$ cat src/rtl/stream_fifo_v3.sv
// Single-clock valid/ready stream FIFO with fill-level output and optional fall-through.
// DEPTH = 0 turns the block into a combinational pass-through with no state.
module stream_fifo_v3 #(
    parameter bit          FALL_THROUGH = 1'b0,
    parameter int unsigned DATA_WIDTH   = 32,
    parameter int unsigned DEPTH        = 8,
    parameter int unsigned ADDR_DEPTH   = (DEPTH > 1) ? $clog2(DEPTH) : 1
) (
    input  logic                  clk_i,
    input  logic                  rst_i,
    input  logic                  flush_i,
    input  logic                  testmode_i,
    output logic [ADDR_DEPTH-1:0] usage_o,
    input  logic [DATA_WIDTH-1:0] data_i,
    input  logic                  valid_i,
    output logic                  ready_o,
    output logic [DATA_WIDTH-1:0] data_o,
    output logic                  valid_o,
    input  logic                  ready_i
);

    if (DEPTH == 0) begin : g_passthru
        assign data_o  = data_i;
        assign valid_o = valid_i;
        assign ready_o = ready_i;
        assign usage_o = '0;

        logic unused_passthru;
        assign unused_passthru = ^{clk_i, rst_i, flush_i, testmode_i};
    end else begin : g_fifo
        localparam logic [ADDR_DEPTH:0]   FULL_CNT = (ADDR_DEPTH + 1)'(DEPTH);
        localparam logic [ADDR_DEPTH-1:0] LAST_PTR = ADDR_DEPTH'(DEPTH - 1);

        logic [ADDR_DEPTH-1:0] wr_ptr_q, wr_ptr_d;
        logic [ADDR_DEPTH-1:0] rd_ptr_q, rd_ptr_d;
        logic [ADDR_DEPTH:0]   count_q, count_d;
        logic [DATA_WIDTH-1:0] mem_q [DEPTH];

        logic full, empty, push, pop;
        logic ft_active, bypass, mem_we;

        logic unused_testmode;
        assign unused_testmode = testmode_i;

        assign full      = (count_q == FULL_CNT);
        // Fall-through view: an empty FIFO presents the incoming element directly.
        assign ft_active = FALL_THROUGH && (count_q == '0) && valid_i;
        assign bypass    = ft_active && ready_i;
        assign empty     = (count_q == '0) && !ft_active;

        assign ready_o = ~full;
        assign valid_o = ~empty;
        assign push    = valid_i && !full;
        assign pop     = ready_i && !empty;
        assign mem_we  = push && !bypass && !flush_i;

        assign data_o  = ft_active ? data_i : mem_q[rd_ptr_q];
        assign usage_o = count_q[ADDR_DEPTH-1:0];

        // NOTE: every variable gets its hold value first so no path leaves it unassigned (no latch).
        always_comb begin
            wr_ptr_d = wr_ptr_q;
            rd_ptr_d = rd_ptr_q;
            count_d  = count_q;

            if (flush_i) begin
                wr_ptr_d = '0;
                rd_ptr_d = '0;
                count_d  = '0;
            end else if (!bypass) begin
                if (push) begin
                    wr_ptr_d = (wr_ptr_q == LAST_PTR) ? '0 : wr_ptr_q + 1'b1;
                end
                if (pop) begin
                    rd_ptr_d = (rd_ptr_q == LAST_PTR) ? '0 : rd_ptr_q + 1'b1;
                end
                if (push && !pop) begin
                    count_d = count_q + 1'b1;
                end else if (pop && !push) begin
                    count_d = count_q - 1'b1;
                end
            end
        end

        // NOTE: state registers use non-blocking assignments so all flops update together at the edge.
        always_ff @(posedge clk_i) begin
            if (rst_i) begin
                wr_ptr_q <= '0;
                rd_ptr_q <= '0;
                count_q  <= '0;
            end else begin
                wr_ptr_q <= wr_ptr_d;
                rd_ptr_q <= rd_ptr_d;
                count_q  <= count_d;
            end
        end

        // NOTE: storage is cleared on reset so data_o reads a defined 0 afterwards; flush leaves it alone.
        always_ff @(posedge clk_i) begin
            if (rst_i) begin
                for (int i = 0; i < int'(DEPTH); i++) begin
                    mem_q[i] <= '0;
                end
            end else if (mem_we) begin
                mem_q[wr_ptr_q] <= data_i;
            end
        end
    end

endmodule

$ cat config.mk
export PLATFORM = sky130hd
export DESIGN_NAME = stream_fifo_v3
export DESIGN_NICKNAME = d
export VERILOG_FILES = /design/src/rtl/stream_fifo_v3.sv
export SDC_FILE = /design/constraint.sdc
export NUM_CORES = 1
export LEC_CHECK = 0
export CORE_MARGIN = 2
export CORE_UTILIZATION = 59
export DETAILED_ROUTE_END_ITERATION = 10
export GPL_TIMING_DRIVEN = 0
export PLACE_DENSITY = 0.86
export SYNTH_ARGS = -nofsm -noshare
export SYNTH_HDL_FRONTEND = slang
export SYNTH_SLANG_ARGS = --single-unit
$ cat constraint.sdc
create_clock -name clk_i -period 4.3 [get_ports clk_i]
set_input_delay 0.645 -clock clk_i [delete_from_list [all_inputs] [get_ports clk_i]]
set_output_delay 0.645 -clock clk_i [all_outputs]
set_load 0.02 [all_outputs]
After elaboration in Yosys (flattened, before gate mapping)
Memories as Yosys holds them, arrays and structs flattened. A register that Yosys moved wholly into a read port is not among the register bits.
Index checks and enable logic that the tools add are counted.
{"block": "word_totals", "input_bits": 38, "out_inout_bits": 37, "mem_bits_rw": 256, "reg_bits": 10, "memories": 1}
{"name": "g_fifo.mem_q", "depth": 8, "width": 32, "rd": 1, "rd_clocked_by_memory_dff": 1, "wr": 8, "line_no": "37", "rtl": "logic [DATA_WIDTH-1:0] mem_q [DEPTH];"}
{"block": "op_classes", "addsub": 4, "muxes": 14, "bitwise": 2, "n_eq_ne": 3, "reduce_logical": 14}
{"operator": "two-way mux 32 bit", "n": 1}
{"operator": "OR reduction 32 bit", "n": 1}
{"operator": "two-way mux 3 bit", "n": 5}
{"operator": "two-way mux 4 bit", "n": 2}
{"operator": "adder 3 x 1 -> 3 bit, second input constant", "n": 2}
{"operator": "equality test 3 bit, second input constant", "n": 2}
{"operator": "two-way mux 1 bit", "n": 6}
{"operator": "logical AND 1 bit", "n": 5}
{"operator": "zero test 1 bit", "n": 5}
{"operator": "adder 4 x 1 -> 4 bit, second input constant", "n": 1}
{"operator": "equality test 4 bit, second input constant", "n": 1}
{"operator": "zero test 4 bit", "n": 1}
{"operator": "subtractor 4 x 1 -> 4 bit, second input constant", "n": 1}
{"operator": "NOT 1 bit", "n": 2}
{"operator": "nonzero test 2 bit", "n": 1}
{"operator": "OR reduction 2 bit", "n": 1}

Depth between registers and ports, before layout
Gate-level depths: netlist of the first run.
{"block": "logic_depth", "ltp_word": 9, "ltp_mapped": 11}

Worst setup path after synthesis of the first run
OpenSTA, ideal clock, no wires.
{"block": "synth_timing", "path_kind": "input-to-reg", "startpoint": "input port flush_i", "endpoint": "memory g_fifo.mem_q[5][0], enable pin", "t_arrival_ns": 2.892, "setup_time_ns": 0.428, "required_time_ns": 3.872, "slack_ns": 0.980, "stages": 4, "cell_sequence": "clkbuf_1 or3_1 buf_2 o21bai_1"}
{"element": "start: declaration", "line_no": "11", "rtl": "input logic flush_i,"}
{"element": "end: declaration", "line_no": "37"}

==> results of run 1 <==
[Yosys cell counts (4+ instances only)]
master / n / area (sq um)
sky130_fd_sc_hd__or3_1: 6 / 37.5
sky130_fd_sc_hd__dfxtp_1: 13 / 260
sky130_fd_sc_hd__inv_1: 4 / 15.0
sky130_fd_sc_hd__o21bai_1: 8 / 60.1
sky130_fd_sc_hd__buf_4: 16 / 120
sky130_fd_sc_hd__edfxtp_1: 256 / 7690
sky130_fd_sc_hd__and2_1: 52 / 325
sky130_fd_sc_hd__nor4_1: 5 / 31.3
sky130_fd_sc_hd__ha_1: 7 / 87.6
sky130_fd_sc_hd__nand2_1: 70 / 263
sky130_fd_sc_hd__clkbuf_1: 21 / 78.8
sky130_fd_sc_hd__mux2_2: 32 / 360
sky130_fd_sc_hd__mux4_2: 64 / 1440
sky130_fd_sc_hd__buf_2: 17 / 85.1
sky130_fd_sc_hd__a21oi_1: 8 / 40.0
sky130_fd_sc_hd__nor2_1: 212 / 796
sky130_fd_sc_hd__nand3_1: 5 / 25.0
[cell families after synthesis]
group	Yosys count	synth area share, %
AOI/OAI and AO/OA	19	1.05
xor gates and xnor gates	2	0.147
adders and majority gates	8	0.902
buffers and inverters	63	2.85
DFF	269	66.6
muxes	97	15.2
and+or+nand+nor	362	13.3
[state kept, by name, indices dropped and copies added (netlist names), named ones only]
register	cells
g_fifo.count_q	4
g_fifo.mem_q	256
g_fifo.wr_ptr_q	3
g_fifo.rd_ptr_q	3
[power by group]
group          switching (mW)  internal [mW]  leakage [nW]
clock network           0.945           1.25         0.389
logic                   0.368          0.307          1.64
registers              0.0404           2.97          2.76
[worst paths after layout]
path	end	slack (ps)	depth (start not counted)
max	data_o[14]	290	5
min	flip-flop	500	2
max reg2reg	g_fifo.mem_q[7][21]	1430	5
min reg2reg	flip-flop	500	2
[metal layers]
| layer | share of wire (%) | GRT usage (%) | vias up | routed length (microns) |
|---|---|---|---|---|
| li1 | - | - | 3208 | - |
| met1 | 34 | 36.8 | 3737 | 10300 |
| met2 | 51 | 49.1 | 575 | 15400 |
| met3 | 11 | 4.94 | 121 | 3450 |
| met4 | 4.3 | 13.3 | 0 | 1320 |
| met5 | 0 | 0 | - | 0 |
[cell type report]
class	count	area (sq um)
Sequential cell	269	7950
Fill cell	1304	5960
Multi-Input combinational cell	488	3730
Timing Repair Buffer	81	906
Clock buffer	27	633
Tap cell	270	338
Buffer	59	325
Clock inverter	19	176
Inverter	4	15.0
[critical path: cells and delay by family, from the launching register on]
family / cells / cell delay [ps]
mux: 2 / 750
flops: 1 / 310
buf+inv: 3 / 1780
[layout by cell type, fill, tap and decap left out, types with 6 or more instances in the layout]
cell	n
sky130_fd_sc_hd__mux2_2	32
sky130_fd_sc_hd__a21oi_1	8
sky130_fd_sc_hd__ha_1	7
sky130_fd_sc_hd__nor2_1	212
sky130_fd_sc_hd__or3_1	6
sky130_fd_sc_hd__o21bai_4	8
sky130_fd_sc_hd__clkbuf_1	23
sky130_fd_sc_hd__buf_2	17
sky130_fd_sc_hd__mux4_2	64
sky130_fd_sc_hd__clkinv_1	7
sky130_fd_sc_hd__buf_12	6
sky130_fd_sc_hd__dfxtp_1	13
sky130_fd_sc_hd__clkbuf_16	25
sky130_fd_sc_hd__and2_1	52
sky130_fd_sc_hd__buf_4	16
sky130_fd_sc_hd__edfxtp_1	256
sky130_fd_sc_hd__nand2_1	70
sky130_fd_sc_hd__clkdlybuf4s50_1	73
==> qor.tcl, run 1 <==
set qor(worstPathRequired_ps) 3650
set qor(postSynthRegisterBits) 269
set qor(floorplan.die.height_microns) 146
set qor(cts_buffer_depth) 3
set qor(cts_hold_repair.buffers) 0
set qor(grt_antenna_before_repair) 0
set qor(skew_ps) 14.9
set qor(starting_density_of_the_core_pct) 59.5
set qor(first_global_vias) 7799
set qor(crit_path_frequent_cell) {sky130_fd_sc_hd__clkbuf_1}
set qor(cts_resized) 0
set qor(powerDensity_nw_per_um2) 418
set qor(crit_path_max_incr_delay_ps) 710
set qor(kind_of_end_point_of_the_critical_path) {output port}
set qor(final_layout_size_suffix_gt1_share_pct) 20.4
set qor(period_minus_slack_ps) 4010
set qor(cts_root_buf) {sky130_fd_sc_hd__clkbuf_16}
set qor(min_from) {g_fifo.rd_ptr_q[2]}
set qor(wirelength_microns) 30500
set qor(detail_route.iter0.violations) 1099
set qor(tritoncts) {yes}
set qor(number_of_endpoints_failing_setup_at_the_final_stage) 0
set qor(clock_sinks) 269
set qor(fmax_mhz) 249
set qor(timing.final.ws_setup_ps) 290
set qor(grt_first_pass_wirelength_microns) 45300
set qor(synth_edf_count) 256
set qor(status) {completed}
set qor(placement_rows) 52
set qor(areaGrowthSynthToFinish_pct) 18.0
set qor(worstMarginPinSlew_ps) 1440
set qor(power.static_leakage_nw) 4.79
set qor(detailedRoute.firstPassIterationCount) 5
set qor(finalPower_mw) 5.88
set qor(worst_hold_slack_ps) 504
set qor(cts_max_level) 1
set qor(synth_sequential_area_ratio_pct) 66.6
set qor(hold_viol_final) 0
set qor(finish.utilization_pct) 70.2
set qor(vdd_ir_drop_max_mv) 0.287
set qor(drt.antenna.violating_nets) 0
set qor(clk_transition_reported_paths_ps) 60
set qor(syn_inst) 820
set qor(avgSynthCellArea_sq_um) 14.6
set qor(worstPathCellList) {clkbuf_1 > clkbuf_1 > mux4_2 > mux2_2 > clkdlybuf4s50_1}
set qor(totalNegativeSetupSlack_ps) 0
set qor(placed_cells) 1171
set qor(drcViolationCount) 0
set qor(die_w_microns) 146
set qor(core-area_sq_um) 20000
set qor(worst-endpoint-arrival_ps) 3360
set qor(synth_warnings) 0
set qor(reg2reg_start) {g_fifo.wr_ptr_q[1]}
set qor(globalRouteTotalUtil_pct) 28.9
set qor(synthesized_area_sq_um) 11900
set qor(antennaDiodeCount) 0
set qor(post_dp_cell_area_sq_um) 13300
set qor(grt_max_degree) 23
set qor(post-cts-setup-buffers) 0
set qor(gp_routability_congestion) 0.821
set qor(detail_route.wl_per_cell_microns) 25.0
set qor(number_of_buffers_created_by_cts) 25
set qor(dr_total_vias) 7641
set qor(count_of_pins_over_their_slew_limit) 0
set qor(final_cell_count_no_fill) 1217
set qor(crit_slowest_cell) {sky130_fd_sc_hd__clkbuf_1}
set qor(final_area_sq_um) 14100
set qor(drt-vias-per-instance) 6.28
set qor(max_cap_viol_count) 0
set qor(io-pin-count) 75
set qor(synthDistinctLibCells) 33
set qor(cp-start-kind) {flip-flop}
set qor(final_nets) 974
set qor(ys.flop_type) {sky130_fd_sc_hd__edfxtp_1}
set qor(post-dp-hpwl_microns) 19100
set qor(worst_skew_pair.late_latency_ps) 530
set qor(die_area_sq_um) 21400
set qor(port_buffers) 73
set qor(grt_remaining_overflow) 0
set qor(category_of_the_critical_setup_timing_path) {reg2out}
set qor(synthesis.nets) 866
set qor(rsz_0062_raised_after_global_routing) {false}
set qor(critical_path_peak_fanout) 10
set qor(pre_cts_ws_ps) 961
set qor(fraction_of_synthesis_flops_using_an_asynchronous_set_or_reset_pin_pct) 0
set qor(min_period_over_period_pct) 93.3
set qor(slew_headroom_pct) 2.88
set qor(hp-class) {reg2reg}
Power figures use the tool's default switching activity.
==> run 2: changes to the inputs <==
- CAP_MARGIN: unset -> 10
- CORE_UTILIZATION: 59 -> 54
- PLACE_DENSITY: 0.86 -> 0.84
- SKIP_LAST_GASP: unset -> 1
- clock period: 4.3 -> 3.3 ns (I/O delays scaled with it)
==> run 2 against run 1 <==
  * Total power is 29% higher
  * Clock skew down 6.4 ps
  * Critical path type unchanged
  * Clock power up 26%
  * Highest routed layer unchanged
==> qor.tcl, run 2 (synthesis gave the netlist of run 1 again) <==
set qor(powerDensity_nw_per_um2) 537 ;# +29%
set qor(detail_route.iter0.violations) 1121 ;# +2.0%
set qor(port_buffers) 73 ;# unchanged
set qor(timing.final.ws_setup_ps) 27.5 ;# -263 ps
set qor(grt_max_degree) 23 ;# unchanged
set qor(fmax_mhz) 306
set qor(category_of_the_critical_setup_timing_path) {reg2out}
set qor(drt-vias-per-instance) 6.26 ;# -0.34%
set qor(finalPower_mw) 7.57 ;# +29%
set qor(number_of_endpoints_failing_setup_at_the_final_stage) 0 ;# unchanged
set qor(cts_root_buf) {sky130_fd_sc_hd__clkbuf_16}
set qor(regMostFlops) {g_fifo.mem_q}
set qor(min_period_over_period_pct) 99.2
set qor(reg2reg_start) {g_fifo.wr_ptr_q[1]}
set qor(totalNegativeSetupSlack_ps) 0 ;# unchanged
set qor(min_from) {g_fifo.rd_ptr_q[2]}
set qor(clk_transition_reported_paths_ps) 60 ;# about the same
set qor(worstMarginPinSlew_ps) 1290 ;# -152 ps
set qor(gp_routability_congestion) 0.841 ;# +2.3%
set qor(skew_ps) 8.50 ;# -6.40 ps
set qor(worst_skew_pair.late_latency_ps) 530 ;# about the same
set qor(antennaDiodeCount) 0 ;# unchanged
set qor(max_cap_viol_count) 0 ;# unchanged
set qor(die_w_microns) 153 ;# +4.4%
set qor(most_frequent_standard_cell_in_the_layout_excluding_fill_and_tap_cells) {sky130_fd_sc_hd__edfxtp_1}
set qor(largest_register_ff_count) 256 ;# unchanged
set qor(cts_hold_repair.buffers) 0 ;# unchanged
set qor(io-pin-count) 75 ;# unchanged
set qor(vdd_ir_drop_max_mv) 0.341 ;# +19%
set qor(placement_rows) 54 ;# +3.8%
set qor(worstPathRequired_ps) 2800 ;# -850 ps
set qor(floorplan.die.height_microns) 153 ;# +4.4%
set qor(die_area_sq_um) 23300 ;# +9.0%
set qor(core-area_sq_um) 21800 ;# +8.6%
set qor(detail_route.wl_per_cell_microns) 25.3 ;# +1.2%
set qor(areaGrowthSynthToFinish_pct) 18.1
set qor(wirelength_microns) 31100 ;# +2.1%
set qor(post-cts-setup-buffers) 0 ;# unchanged
set qor(count_of_pins_over_their_slew_limit) 0 ;# unchanged
set qor(detailedRoute.firstPassIterationCount) 5 ;# unchanged
set qor(status) {completed}
set qor(first_global_vias) 7921 ;# +1.6%
set qor(grt_antenna_before_repair) 0 ;# unchanged
set qor(number_of_buffers_created_by_cts) 25 ;# unchanged
set qor(hp-class) {reg2reg}
set qor(power.static_leakage_nw) 4.82 ;# +0.67%
set qor(critical_path_peak_fanout) 10 ;# unchanged
set qor(cp-start-kind) {flip-flop}
set qor(kind_of_end_point_of_the_critical_path) {output port}
set qor(starting_density_of_the_core_pct) 54.8 ;# -4.7 points
set qor(rsz_0062_raised_after_global_routing) {true}
set qor(worst_hold_slack_ps) 504 ;# -0.157 ps
set qor(final_cell_count_no_fill) 1228 ;# +0.90%
set qor(pre_cts_ws_ps) 74.5 ;# -886 ps
set qor(hold_viol_final) 0 ;# unchanged
set qor(grt_remaining_overflow) 0 ;# unchanged
set qor(globalRouteTotalUtil_pct) 26.7 ;# -2.2 points
set qor(registers_with_the_most_flip_flops) {g_fifo.mem_q (256), g_fifo.count_q (4)}
set qor(tritoncts) {yes}
set qor(slew_headroom_pct) 13.0 ;# +10 points
set qor(period_minus_slack_ps) 3270
set qor(placed_cells) 1182 ;# +0.94%
set qor(drt.antenna.violating_nets) 0 ;# unchanged
set qor(dr_total_vias) 7684 ;# +0.56%
set qor(grt_first_pass_wirelength_microns) 46600 ;# +2.8%
set qor(final_layout_size_suffix_gt1_share_pct) 21.1 ;# +0.72 points
set qor(cts_max_level) 1 ;# unchanged
set qor(clock_sinks) 269 ;# unchanged
set qor(final_nets) 976 ;# +0.21%
set qor(cts_buffer_depth) 3 ;# unchanged
set qor(mostFrequentLayoutCells) {sky130_fd_sc_hd__edfxtp_1 (256), sky130_fd_sc_hd__nor2_1 (212), sky130_fd_sc_hd__clkdlybuf4s50_1 (73)}
set qor(worst-endpoint-arrival_ps) 2780 ;# -580 ps
set qor(drcViolationCount) 0 ;# unchanged
set qor(post-dp-hpwl_microns) 20000 ;# +4.4%
run 2: cell count changes in the layout (fill, tap and decap cells not counted), moves of 3 or more:
cell                         before  now
sky130_fd_sc_hd__buf_2           17   11
sky130_fd_sc_hd__clkbuf_2         0    9
sky130_fd_sc_hd__clkinvlp_4       3    0
sky130_fd_sc_hd__clkbuf_1        23   19
sky130_fd_sc_hd__buf_4           16   23
run 2: final cells by class:
type                            count  area, sq um
Buffer                             58          353
Clock buffer                       32          652
Clock inverter                     13          111
Fill cell                        1461         7660
Inverter                            4         15.0
Multi-Input combinational cell    488         3730
Sequential cell                   269         7950
Tap cell                          280          350
Timing Repair Buffer               84          931
run 2: report_power, final:
| part | switching (mW) | internal (mW) |
|---|---|---|
| combinational | 0.478 | 0.406 |
| sequential | 0.0524 | 3.87 |
| clock | 1.21 | 1.55 |
| total | 1.74 | 5.83 |
run 2: metrics by stage:
step	utilization (%)	cell area, sq um
finish	64.8	14100
global route	64.8	14100
CTS	64.7	14100
detailed placement	61.1	13300
global placement	59.8	13000
floorplan	-	11900
run 2: worst max-delay path, stage by stage, from the launching register on:
cell                              delay (ps)
sky130_fd_sc_hd__dfxtp_1                 310
sky130_fd_sc_hd__buf_1                   360
sky130_fd_sc_hd__clkbuf_1                610
sky130_fd_sc_hd__mux2_2                  430
sky130_fd_sc_hd__clkdlybuf4s50_1         550
run 2: routing by layer:
metal	wire length [microns]	vias to the layer above	share of wire, %	GRT usage, %
met5	0	-	0	0
met4	1070	0	3.4	8.69
met3	3520	82	11	4.27
met2	15400	585	50	44.8
met1	11100	3796	36	36.3
li1	-	3221	-	-
run 2: repair_timing:
item,CTS,global route
cloned,0,0
gates resized for setup,16,2
endpoints found under the hold margin,0,0
endpoints found under the setup margin,32,23
run 2: worst paths after layout:
| kind | to | depth (start not counted) | slack (ps) |
|---|---|---|---|
| setup / recovery | data_o[25] | 4 | 30 |
| hold / removal | g_fifo.rd_ptr_q[2] | 2 | 500 |
| setup reg to reg | g_fifo.mem_q[7][23] | 5 | 230 |
| hold reg to reg | g_fifo.rd_ptr_q[2] | 2 | 500 |
